===== src/rtl/cpu_mem_arbiter_pkg.sv =====
// Shared types and constants for the fetch/execute memory-port arbiter.
package cpu_mem_arbiter_pkg;

  localparam int unsigned ADDR_W = 32;
  localparam int unsigned DATA_W = 32;
  localparam int unsigned SEL_W  = 4;
  localparam int unsigned OWN_W  = 2;

  localparam logic [DATA_W-1:0] ERR_RDATA = '0;

  typedef enum logic [1:0] {
    ST_IDLE = 2'b00,
    ST_BUSY = 2'b01,
    ST_RESP = 2'b10
  } state_e;

  typedef enum logic [OWN_W-1:0] {
    OWN_NONE = 2'b00,
    OWN_I    = 2'b01,
    OWN_D    = 2'b10
  } owner_e;

  // Registered memory-port request payload
  typedef struct packed {
    logic              we;
    logic [SEL_W-1:0]  sel;
    logic [ADDR_W-1:0] addr;
    logic [DATA_W-1:0] data;
  } mem_req_t;

endpackage


===== src/rtl/cpu_mem_arbiter_if.sv =====
// Fetch, data and memory port bundle; slave = arbiter view, master = CPU/memory view.
interface cpu_mem_arbiter_if;
  import cpu_mem_arbiter_pkg::*;

  logic              i_req_i;
  logic [ADDR_W-1:0] i_addr_i;
  logic              i_ack_o;
  logic              i_err_o;
  logic [DATA_W-1:0] i_data_o;

  logic              d_req_i;
  logic              d_we_i;
  logic [SEL_W-1:0]  d_sel_i;
  logic [ADDR_W-1:0] d_addr_i;
  logic [DATA_W-1:0] d_data_i;
  logic              d_ack_o;
  logic              d_err_o;
  logic [DATA_W-1:0] d_data_o;

  logic              m_req_o;
  logic              m_we_o;
  logic [SEL_W-1:0]  m_sel_o;
  logic [ADDR_W-1:0] m_addr_o;
  logic [DATA_W-1:0] m_data_o;
  logic              m_ack_i;
  logic [DATA_W-1:0] m_data_i;

  modport slave (
    input  i_req_i, i_addr_i,
    output i_ack_o, i_err_o, i_data_o,
    input  d_req_i, d_we_i, d_sel_i, d_addr_i, d_data_i,
    output d_ack_o, d_err_o, d_data_o,
    output m_req_o, m_we_o, m_sel_o, m_addr_o, m_data_o,
    input  m_ack_i, m_data_i
  );

  modport master (
    output i_req_i, i_addr_i,
    input  i_ack_o, i_err_o, i_data_o,
    output d_req_i, d_we_i, d_sel_i, d_addr_i, d_data_i,
    input  d_ack_o, d_err_o, d_data_o,
    input  m_req_o, m_we_o, m_sel_o, m_addr_o, m_data_o,
    output m_ack_i, m_data_i
  );

endinterface


===== src/rtl/cpu_mem_arbiter.sv =====
// Arbitrates the single memory port between fetch (I) and execute (D):
// data priority with a fetch-starvation limit, plus a bus timeout.
module cpu_mem_arbiter
  import cpu_mem_arbiter_pkg::*;
#(
  parameter int unsigned FAIR_LIMIT     = 4,
  parameter int unsigned TIMEOUT_CYCLES = 255
) (
  input  logic             clk_i,
  input  logic             rst_i,
  cpu_mem_arbiter_if.slave bus,
  output logic [OWN_W-1:0] owner_o
);

  localparam int unsigned STREAK_W = $clog2(FAIR_LIMIT + 1);
  localparam int unsigned TOUT_W   = $clog2(TIMEOUT_CYCLES);

  localparam logic [STREAK_W-1:0] STREAK_MAX = STREAK_W'(FAIR_LIMIT);
  localparam logic [TOUT_W-1:0]   TOUT_LAST  = TOUT_W'(TIMEOUT_CYCLES - 1);

  state_e              state_q,  state_d;
  owner_e              owner_q,  owner_d;
  logic [STREAK_W-1:0] streak_q, streak_d;
  logic [TOUT_W-1:0]   tout_q,   tout_d;
  logic                m_req_q,  m_req_d;
  mem_req_t            mreq_q,   mreq_d;
  logic                i_ack_q,  i_ack_d;
  logic                i_err_q,  i_err_d;
  logic                d_ack_q,  d_ack_d;
  logic                d_err_q,  d_err_d;
  logic [DATA_W-1:0]   i_data_q, i_data_d;
  logic [DATA_W-1:0]   d_data_q, d_data_d;

  logic                grant_d_c;
  logic                grant_i_c;
  logic                err_c;
  logic [DATA_W-1:0]   rdata_c;

  // State and output registers
  always_ff @(posedge clk_i) begin
    if (!rst_i) begin
      state_q  <= ST_IDLE;
      owner_q  <= OWN_NONE;
      streak_q <= '0;
      tout_q   <= '0;
      m_req_q  <= 1'b0;
      mreq_q   <= '0;
      i_ack_q  <= 1'b0;
      i_err_q  <= 1'b0;
      d_ack_q  <= 1'b0;
      d_err_q  <= 1'b0;
      i_data_q <= '0;
      d_data_q <= '0;
    end else begin
      state_q  <= state_d;
      owner_q  <= owner_d;
      streak_q <= streak_d;
      tout_q   <= tout_d;
      m_req_q  <= m_req_d;
      mreq_q   <= mreq_d;
      i_ack_q  <= i_ack_d;
      i_err_q  <= i_err_d;
      d_ack_q  <= d_ack_d;
      d_err_q  <= d_err_d;
      i_data_q <= i_data_d;
      d_data_q <= d_data_d;
    end
  end

  // Next-state, arbitration and response logic
  always_comb begin
    state_d  = state_q;
    owner_d  = owner_q;
    streak_d = streak_q;
    tout_d   = tout_q;
    m_req_d  = m_req_q;
    mreq_d   = mreq_q;
    i_data_d = i_data_q;
    d_data_d = d_data_q;
    i_ack_d  = 1'b0;
    i_err_d  = 1'b0;
    d_ack_d  = 1'b0;
    d_err_d  = 1'b0;
    err_c    = 1'b0;
    rdata_c  = ERR_RDATA;

    // D wins ties until it has starved a waiting fetch FAIR_LIMIT times
    grant_d_c = bus.d_req_i && (!bus.i_req_i || (streak_q != STREAK_MAX));
    grant_i_c = bus.i_req_i && !grant_d_c;

    case (state_q)
      ST_IDLE: begin
        tout_d = '0;
        if (grant_d_c) begin
          state_d = ST_BUSY;
          owner_d = OWN_D;
          m_req_d = 1'b1;
          mreq_d  = '{we: bus.d_we_i, sel: bus.d_sel_i,
                      addr: bus.d_addr_i, data: bus.d_data_i};
          if (!bus.i_req_i) begin
            streak_d = '0;
          end else if (streak_q != STREAK_MAX) begin
            streak_d = streak_q + STREAK_W'(1);
          end
        end else if (grant_i_c) begin
          state_d  = ST_BUSY;
          owner_d  = OWN_I;
          m_req_d  = 1'b1;
          mreq_d   = '{we: 1'b0, sel: '1, addr: bus.i_addr_i, data: mreq_q.data};
          streak_d = '0;
        end
      end

      ST_BUSY: begin
        // An ack in the limit cycle takes precedence over the timeout
        if (bus.m_ack_i || (tout_q == TOUT_LAST)) begin
          state_d = ST_RESP;
          m_req_d = 1'b0;
          err_c   = !bus.m_ack_i;
          rdata_c = bus.m_ack_i ? bus.m_data_i : ERR_RDATA;
          if (owner_q == OWN_I) begin
            i_ack_d  = !err_c;
            i_err_d  = err_c;
            i_data_d = rdata_c;
          end else begin
            d_ack_d  = !err_c;
            d_err_d  = err_c;
            d_data_d = rdata_c;
          end
        end else begin
          tout_d = tout_q + TOUT_W'(1);
        end
      end

      ST_RESP: begin
        state_d = ST_IDLE;
        owner_d = OWN_NONE;
        tout_d  = '0;
      end

      default: begin
        state_d = ST_IDLE;
        owner_d = OWN_NONE;
        m_req_d = 1'b0;
      end
    endcase
  end

  assign bus.m_req_o  = m_req_q;
  assign bus.m_we_o   = mreq_q.we;
  assign bus.m_sel_o  = mreq_q.sel;
  assign bus.m_addr_o = mreq_q.addr;
  assign bus.m_data_o = mreq_q.data;
  assign bus.i_ack_o  = i_ack_q;
  assign bus.i_err_o  = i_err_q;
  assign bus.i_data_o = i_data_q;
  assign bus.d_ack_o  = d_ack_q;
  assign bus.d_err_o  = d_err_q;
  assign bus.d_data_o = d_data_q;
  assign owner_o      = owner_q;

endmodule


===== src/flat_wrapper.sv =====
// flat-port wrapper written by rule: the top's interface ports become plain ports
module cpu_mem_arbiter_flat import cpu_mem_arbiter_pkg::*;
#(
  parameter int unsigned FAIR_LIMIT     = 4,
  parameter int unsigned TIMEOUT_CYCLES = 255
)
  (clk_i, rst_i, owner_o, bus_i_req_i, bus_i_addr_i, bus_i_ack_o, bus_i_err_o, bus_i_data_o, bus_d_req_i, bus_d_we_i, bus_d_sel_i, bus_d_addr_i, bus_d_data_i, bus_d_ack_o, bus_d_err_o, bus_d_data_o, bus_m_req_o, bus_m_we_o, bus_m_sel_o, bus_m_addr_o, bus_m_data_o, bus_m_ack_i, bus_m_data_i);
  cpu_mem_arbiter_if bus_i ();
  input  logic clk_i;
  input  logic rst_i;
  output logic [OWN_W-1:0] owner_o;
  input wire logic [$bits(bus_i.i_req_i)-1:0] bus_i_req_i;
  input wire logic [$bits(bus_i.i_addr_i)-1:0] bus_i_addr_i;
  output wire logic [$bits(bus_i.i_ack_o)-1:0] bus_i_ack_o;
  output wire logic [$bits(bus_i.i_err_o)-1:0] bus_i_err_o;
  output wire logic [$bits(bus_i.i_data_o)-1:0] bus_i_data_o;
  input wire logic [$bits(bus_i.d_req_i)-1:0] bus_d_req_i;
  input wire logic [$bits(bus_i.d_we_i)-1:0] bus_d_we_i;
  input wire logic [$bits(bus_i.d_sel_i)-1:0] bus_d_sel_i;
  input wire logic [$bits(bus_i.d_addr_i)-1:0] bus_d_addr_i;
  input wire logic [$bits(bus_i.d_data_i)-1:0] bus_d_data_i;
  output wire logic [$bits(bus_i.d_ack_o)-1:0] bus_d_ack_o;
  output wire logic [$bits(bus_i.d_err_o)-1:0] bus_d_err_o;
  output wire logic [$bits(bus_i.d_data_o)-1:0] bus_d_data_o;
  output wire logic [$bits(bus_i.m_req_o)-1:0] bus_m_req_o;
  output wire logic [$bits(bus_i.m_we_o)-1:0] bus_m_we_o;
  output wire logic [$bits(bus_i.m_sel_o)-1:0] bus_m_sel_o;
  output wire logic [$bits(bus_i.m_addr_o)-1:0] bus_m_addr_o;
  output wire logic [$bits(bus_i.m_data_o)-1:0] bus_m_data_o;
  input wire logic [$bits(bus_i.m_ack_i)-1:0] bus_m_ack_i;
  input wire logic [$bits(bus_i.m_data_i)-1:0] bus_m_data_i;
  assign bus_i.i_req_i = bus_i_req_i;
  assign bus_i.i_addr_i = bus_i_addr_i;
  assign bus_i_ack_o = bus_i.i_ack_o;
  assign bus_i_err_o = bus_i.i_err_o;
  assign bus_i_data_o = bus_i.i_data_o;
  assign bus_i.d_req_i = bus_d_req_i;
  assign bus_i.d_we_i = bus_d_we_i;
  assign bus_i.d_sel_i = bus_d_sel_i;
  assign bus_i.d_addr_i = bus_d_addr_i;
  assign bus_i.d_data_i = bus_d_data_i;
  assign bus_d_ack_o = bus_i.d_ack_o;
  assign bus_d_err_o = bus_i.d_err_o;
  assign bus_d_data_o = bus_i.d_data_o;
  assign bus_m_req_o = bus_i.m_req_o;
  assign bus_m_we_o = bus_i.m_we_o;
  assign bus_m_sel_o = bus_i.m_sel_o;
  assign bus_m_addr_o = bus_i.m_addr_o;
  assign bus_m_data_o = bus_i.m_data_o;
  assign bus_i.m_ack_i = bus_m_ack_i;
  assign bus_i.m_data_i = bus_m_data_i;
  cpu_mem_arbiter #(.FAIR_LIMIT(FAIR_LIMIT), .TIMEOUT_CYCLES(TIMEOUT_CYCLES)) u_core (.clk_i(clk_i), .rst_i(rst_i), .bus(bus_i), .owner_o(owner_o));
endmodule

===== config.mk =====
export PLATFORM = sky130hd
export DESIGN_NAME = cpu_mem_arbiter_flat
export DESIGN_NICKNAME = d
export VERILOG_FILES = /design/src/rtl/cpu_mem_arbiter_pkg.sv /design/src/rtl/cpu_mem_arbiter_if.sv /design/src/rtl/cpu_mem_arbiter.sv /design/src/flat_wrapper.sv
export SDC_FILE = /design/constraint.sdc
export NUM_CORES = 1
export LEC_CHECK = 0
export ABC_AREA = 1
export CAP_MARGIN = 20
export CORE_MARGIN = 4
export CORE_UTILIZATION = 45
export DETAILED_ROUTE_END_ITERATION = 7
export PLACE_DENSITY = 0.93
export SETUP_SLACK_MARGIN = 0.2
export SLEW_MARGIN = 20
export SYNTH_ARGS = -nofsm -noshare
export SYNTH_HDL_FRONTEND = slang
export SYNTH_SLANG_ARGS = --single-unit
export TNS_END_PERCENT = 20

===== constraint.sdc =====
create_clock -name clk_i -period 2.1 [get_ports clk_i]
set_input_delay 0.42 -clock clk_i [delete_from_list [all_inputs] [get_ports clk_i]]
set_output_delay 0.42 -clock clk_i [all_outputs]
set_load 0.03 [all_outputs]

* After elaboration in Yosys (flattened, before gate mapping)
Cells that the tools add are included.
** Storage, ports and cells
- Bits in registers :: 153
- Bits of input ports :: 138
** Cells by class
- $add $sub $neg :: 2
- Equal/unequal tests :: 9
- Muxes and demuxes :: 19
- Bitwise gates (word level) :: 5
- Reductions and logical operators :: 22
** Operator list (number)
- 2-to-1 mux 69 bit :: 2
- 2-to-1 mux 32 bit :: 1
- case mux 8 bit (2 select lines) :: 1
- 2-to-1 mux 3 bit :: 4
- AND reduction 3 bit :: 4
- AND reduction 2 bit :: 5
- adder 8 x 1 -> 8 bit (second input constant) :: 1
- == test 8 bit (second input constant) :: 1
- 2-to-1 mux 2 bit :: 4
- 2-to-1 mux 8 bit :: 1
- case mux 2 bit (2 select lines) :: 2
- inequality test 3 bit (second input constant) :: 2
- inverter 1 bit :: 5
- == test 2 x 1 -> 1 bit (second input constant) :: 2
- AND reduction 4 bit :: 1
- nonzero test 2 bit :: 2
- OR reduction 4 bit :: 1
- adder 3 x 1 -> 3 bit (second input constant) :: 1
- logical NOT 1 bit :: 3
- 2-to-1 mux 1 bit :: 3
- inequality test 3 x 1 -> 1 bit (second input constant) :: 1
- case mux 1 bit (3 select lines) :: 1
- == test 2 bit (second input constant) :: 1
- logical AND 1 bit :: 2
- 5 further kinds :: 6

* Depth between registers and ports, before layout
Gate-level depths: netlist (run 1).
- Depth in word-level cells :: 8
- Mapped depth :: 11
- Mapped depth without buffers :: 10

* Worst setup path before layout (run 1)
No wires, ideal clock.
- Kind :: reg2reg
- From :: register u_core.owner_q[0] (netlist: u_core.owner_o[0])
- To :: register u_core.i_data_q[10] (netlist: u_core.bus.i_data_o[10])
- Setup time :: 0.113 ns
- Arrival :: 1.386 ns
- Data required time :: 1.987 ns
- Setup slack :: 0.601 ns
- Stages on the path, launching flop included :: 9
- Buffers on the path :: 1
- Clock period less this slack :: 1.499 ns
- Path through :: dfxtp_1 > inv_1 > nor2_2 > inv_1 > nor2_4 > nand2_4 > buf_2 > o21ai_1 > nor2_1
** On the way
- Longest elaborated chain between the ends :: 2
** RTL lines
- start: declaration :: RTL line cpu_mem_arbiter.sv:22 : owner_e owner_q, owner_d;
- start signal: assignment :: RTL line cpu_mem_arbiter.sv:56 : owner_q <= owner_d;
- == test 2 x 1 -> 1 bit :: RTL line cpu_mem_arbiter.sv:121 : if (owner_q == OWN_I) begin
- AND reduction 3 bit (no line)
- end signal: assignment :: RTL line cpu_mem_arbiter.sv:65 : i_data_q <= i_data_d;
- end: declaration :: RTL line cpu_mem_arbiter.sv:31 : logic [DATA_W-1:0] i_data_q, i_data_d;
Every way passes these cells.
A chain may end at the register's enable or synchronous reset.

* Worst setup path after layout (run 1)
- From :: register u_core.mreq_q, in the netlist u_core.bus.m_addr_o[0]
- To :: output bus_m_addr_o[0]
** RTL lines
- start: declaration :: RTL line cpu_mem_arbiter.sv:26 : mem_req_t mreq_q, mreq_d;
- start signal: assignment :: RTL line cpu_mem_arbiter.sv:60 : mreq_q <= mreq_d;
- end: declaration :: RTL line flat_wrapper.sv:28 : output wire logic [$bits(bus_i.m_addr_o)-1:0] bus_m_addr_o;
No word-level cell between the ends.

==> results of run 1 <==
## synth_stat cells (all sizes together) (4+ instances only)
cell    count
nor2      222
dfxtp     153
nand2     129
o21ai     104
inv        88
nand3      46
buf        33
o211ai     32
clkbuf     19
a21oi      12
ha          4
xor2        4
## sequential cells by signal, indices dropped and copies added, names as in the netlist, 2 cells and up
signal and cells:
u_core.state_q 2, u_core.streak_q 3, u_core.bus.i_data_o 32, u_core.bus.m_addr_o 32, u_core.bus.m_data_o 32, u_core.tout_q 8, u_core.bus.d_data_o 32, u_core.bus.m_sel_o 4
u_core.owner_o 2
## final cells by class
| type | count | area, sq um | share of cell area [%] |
|---|---|---|---|
| Sequential cell | 153 | 3063 | 31.35 |
| Multi-Input combinational cell | 559 | 2608 | 26.69 |
| Timing Repair Buffer | 293 | 2962 | 30.31 |
| Clock buffer | 20 | 456.7 | 4.674 |
| Tap cell | 176 | 220.2 | 2.254 |
| Clock inverter | 11 | 121.4 | 1.242 |
| Inverter | 89 | 340.3 | 3.483 |
## power groups by stage
| stage | clock [mW] | combinational (mW) | sequential [mW] |
|---|---|---|---|
| after global routing | 3.15 | 1.90 | 3.26 |
| after detailed placement | 0 | 1.77 | 3.29 |
| final | 2.99 | 1.77 | 3.23 |
| after global placement | 0 | 1.74 | 3.28 |
| after CTS | 3.03 | 1.78 | 3.23 |
| after floorplan | 0 | 0.561 | 3.67 |
## cells by family (layout without fill, tap and decap cells)
kind of cell / Yosys count / count (layout) / share of synthesized area (%)
xor+xnor: 4 / 4 / 0.5575
fa+ha+maj: 4 / 4 / 0.7965
simple gates: 402 / 402 / 26.96
flops: 153 / 153 / 48.75
compound gates: 149 / 149 / 13.18
buf+inv: 141 / 413 / 9.757
## timing repair
| action | CTS | global route |
|---|---|---|
| gates resized for setup | 3 | 11 |
| endpoints found under the setup margin | 16 | 76 |
| pin swaps | 0 | 0 |
| hold endpoints to repair | 0 | 0 |
## path summary, 6_finish.rpt
kind / startpoint / end / depth (start not counted)
max: u_core.bus.m_addr_o[0] / bus_m_addr_o[0] / 1
min: u_core.bus.m_we_o / u_core.bus.m_we_o / 2
max reg2reg: u_core.state_q[0] / u_core.bus.d_data_o[13] / 8
min reg2reg: u_core.bus.m_we_o / u_core.bus.m_we_o / 2
## metal layers
metal / global-route usage [%] / part of all wire (%) / routed length [microns]
met1: 26.29 / 39 / 7623
met2: 41.75 / 48 / 9483
met3: 9.060 / 9.8 / 1923
met4: 11.23 / 3.5 / 690
met5: 0 / 0 / 0
==> results.md, run 1 <==
- Die area: 15920 sq um
- Syn. warnings: 0
- Post-CTS Setup Repair Bufs: 0
- NetSw: 2.300 mW
- CTS root buf: clkbuf_16
- Chip width: 126.2 microns
- Final Core Density: 72.63%
- Post-route setup TNS: 0 ns
- Critical path required time: 1.68 ns
- DRT Wirelength: 19720 microns
- Grt total ovfl: 0
- Vias in the first global route: 6502
- Combinational share of power: 22.1%
- Synth top area cells: dfxtp_1 (49%), nor2_1 (12%), nand2_1 (7.3%)
- Clock Skews: 0.01182 ns
- Data arrival time at the worst-slack endpoint: 1.48 ns
- Share of layout cells above drive strength 1: 7.200%
- Power Total: 7.994 mW
- Initial DRT Pass Iterations: 4
- # setup viols final: 0
- Max VDD drop: 0.0004799 V
- Placed insts: 1270
- CTS tree: yes
- Syn-to-layout area delta: 55.50%
- Initial antenna violation count: 0
- Yosys reg bits: 153
- Part of the cycle the worst path needs: 90.27%
- Final #Nets: 1255
- Initial DRC count: 431
- CP max stage delay: 0.69 ns
- Final Hold Fails: 0
- Hold Buf Count CTS: 0
- DR WL/cell: 15.16 microns
- Vias: 6417
- Initial core utilization: 46.71%
- DRC violations left: 0
- Worst Max-Slew Pin Slew: 0.5841 ns
- Post-synth EDFFs: 0
- DRT antenna net count: 0
- Slew margin rel.: 61.00%
- Top cell type's share of synthesized area: 48.75%
- Largest net degree at the start of global routing: 56
- TritonCTS Buffers: 17
- Fin. max-slew vios: 0
- HP Class: reg2reg
- Top_reg_cell synth: dfxtp_1
- Fraction of registers with async set or reset after synthesis: 0%
- Final Critical Period: 1.896 ns
- Worst skew pair latency: 0.42 ns
- First-pass GRT wire length: 31310 microns
- Worst path cell trace: clkdlybuf4s50_1
- Leading cell type in the layout, fill and taps excluded: clkdlybuf4s50_1
- CP max stage cell: clkdlybuf4s50_1
- Post-synth cell types: 29
- Non-filler cells in the finished layout: 1301
- Post-route cell area: 9771 sq um
- Worst-path clk slew: 0.06 ns
- CP endpoint kind: primary output
- Lkg Pwr: 4.433 nW
- Family with the most delay on the worst path: buffers and inverters
- R2r setup slk: 0.28 ns
- # rows: 42
- Startpoint class of the critical path: flip-flop
- CP bufs+invs: 1
- Core region area: 13450 sq um
- # diodes: 0
- # fillers: 1018
- Chip Height: 126.2 microns
- Register area share after synthesis: 48.75%
- Worst slack, placed: 0.02953 ns
- Synthesized area per cell: 7.366 sq um
- Gp weighted congestion: 0.8855
- Num Clock Sinks: 153
- IO Pins: 278
- Sw frac: 28.77%
- Net Count, Synth: 995
- Max clock buf depth: 2
- Cell taking the most area after synthesis: dfxtp_1
- Fin Hold WS: 0.4646 ns
- Flop pwr share: 40.5%
- RSZ-0062 raised after global routing: true
- Clock Power Share: 37.4%
- Max_cap viols: 0
- Post-DP HPWL: 14370 microns
- Synthesized area: 6284 sq um
- DR vias/cell: 4.932
- CP Class: reg2out
- Post-Syn Instances: 853
- Placed instance area: 9169 sq um
- Final worst slack: 0.2043 ns
- Commonest cells after routing, fill and taps aside: clkdlybuf4s50_1 (263), nor2_1 (203), dfxtp_1 (153)
- Fmax: 0.5275 GHz
- Overall Global Routing Usage: 24.19%
- PD cells: 818.1 nW/um^2
- Int Pwr: 5.694 mW
- Outcome: finished clean
- CTS H-tree depth: 4
- # port buffers: 277
- Max FO, Critical Path: 2
Power figures use the tool's default switching activity.
==> inputs of run 2 (changes only) <==
TNS_END_PERCENT = unset   (was 20)
==> run 2 against run 1 <==
Hold slack better by 0.00062 ns. Wire length is 0.96% higher. Global-route usage stayed put. Sequential power hardly changed. Power is 0.16% lower. Non-clock buffer count stayed put. Critical path type unchanged. Highest routed layer unchanged.
==> results.md, run 2 (synthesis results as in run 1) <==
- Outcome: finished clean
- DRT antenna net count: 0
- RSZ-0062 raised after global routing: false
- Clock Skews: 0.01452 ns
- PD cells: 809.8 nW/um^2
- Syn-to-layout area delta: 56.83%
- Fmax: 0.5331 GHz
- CP bufs+invs: 1
- DR vias/cell: 4.963
- DRC violations left: 0
- Initial DRT Pass Iterations: 5
- Final Critical Period: 1.876 ns
- Part of the cycle the worst path needs: 89.33%
- Largest net degree at the start of global routing: 56
- CTS root buf: clkbuf_16
- Initial antenna violation count: 0
- Core region area: 13450 sq um
- Max clock buf depth: 2
- Grt total ovfl: 0
- # diodes: 0
- Num Clock Sinks: 153
- CTS tree: yes
- TritonCTS Buffers: 17
- Final Hold Fails: 0
- IO Pins: 278
- Chip Height: 126.2 microns
- Initial DRC count: 414
- Vias: 6457
- Initial core utilization: 46.71%
- Chip width: 126.2 microns
- Vias in the first global route: 6510
- Overall Global Routing Usage: 24.19%
- Worst path cell trace: clkdlybuf4s50_1
- Data arrival time at the worst-slack endpoint: 1.46 ns
- Lkg Pwr: 5.106 nW
- Max_cap viols: 0
- Leading cell type in the layout, fill and taps excluded: clkdlybuf4s50_1
- Worst Max-Slew Pin Slew: 0.5811 ns
- Critical path required time: 1.68 ns
- DRT Wirelength: 19910 microns
- Die area: 15920 sq um
- Startpoint class of the critical path: flip-flop
- Post-DP HPWL: 14370 microns
- Family with the most delay on the worst path: buffers and inverters
- Worst skew pair latency: 0.42 ns
- CTS H-tree depth: 4
- Commonest cells after routing, fill and taps aside: clkdlybuf4s50_1 (212), nor2_1 (203), dfxtp_1 (152)
- HP Class: reg2reg
- Fin Hold WS: 0.4652 ns
- First-pass GRT wire length: 31320 microns
- # port buffers: 277
- R2r setup slk: 0.37 ns
- Final Core Density: 73.25%
- CP max stage delay: 0.69 ns
- Slew margin rel.: 61.20%
- Post-route setup TNS: 0 ns
- Max FO, Critical Path: 2
- Fin. max-slew vios: 0
- Gp weighted congestion: 0.8855
- Final #Nets: 1255
- Worst-path clk slew: 0.06 ns
- CP endpoint kind: primary output
- CP Class: reg2out
- # setup viols final: 0
- DR WL/cell: 15.30 microns
- # rows: 42
- Share of layout cells above drive strength 1: 7.289%
- Post-CTS Setup Repair Bufs: 0
- CP max stage cell: clkdlybuf4s50_1
- Max VDD drop: 0.0004799 V
- Power Total: 7.980 mW
run 2: changes by cell type in the layout (fill, tap and decap cells not counted):
cell,change
buf_4,-1
clkdlybuf4s50_1,-51
buf_6,+1
dlygate4sd2_1,+13
dfxtp_1,-1
dlymetal6s2s_1,+38
dfxtp_2,+1
run 2: through the flow:
stage               cell area (sq um)  setup WS, ns  std cells
detailed placement               9169       0.02953       1270
CTS                              9727        0.2006       1301
global placement                 9169        0.1510       1270
global route                     9854        0.1912       1301
floorplan                        6284        0.6008        853
finish                           9854        0.2241       1301
run 2: cell type report:
type	instances	area, sq um
tap	176	220.2
clock buffer	20	456.7
clock inverter	11	121.4
sequential	153	3064
fill	1002	3598
multi-input combinational	559	2608
timing repair buffer	293	3044
inverter	89	340.3
run 2: routing by layer:
metal / part of all wire, % / vias to the layer above / track usage (%)
met2: 49 / 282 / 41.75
met5: 0 / - / 0
li1: - / 3202 / -
met1: 38 / 2937 / 26.40
met3: 9.4 / 36 / 8.891
met4: 3.1 / 0 / 11.23
run 2: what timing repair did:
action,4_1_cts,5_1_grt
hold buffers,0,0
gates resized for setup,16,51
setup endpoints to repair,16,63
cloned,0,0
run 2: path summary, 6_finish.rpt:
path | startpoint | to | cells after the start
min reg2reg | u_core.bus.m_we_o | u_core.bus.m_we_o | 2
min | u_core.bus.m_we_o | u_core.bus.m_we_o | 2
max | u_core.bus.m_addr_o[9] | bus_m_addr_o[9] | 1
max reg2reg | u_core.tout_q[0] | u_core.bus.d_data_o[13] | 11
run 2: where the power goes:
part | internal (mW) | switching, mW | total (mW)
Clock | 1.80 | 1.20 | 3.00
Sequential | 3.11 | 0.118 | 3.23
Combinational | 0.757 | 0.994 | 1.75
Total | 5.67 | 2.31 | 7.98
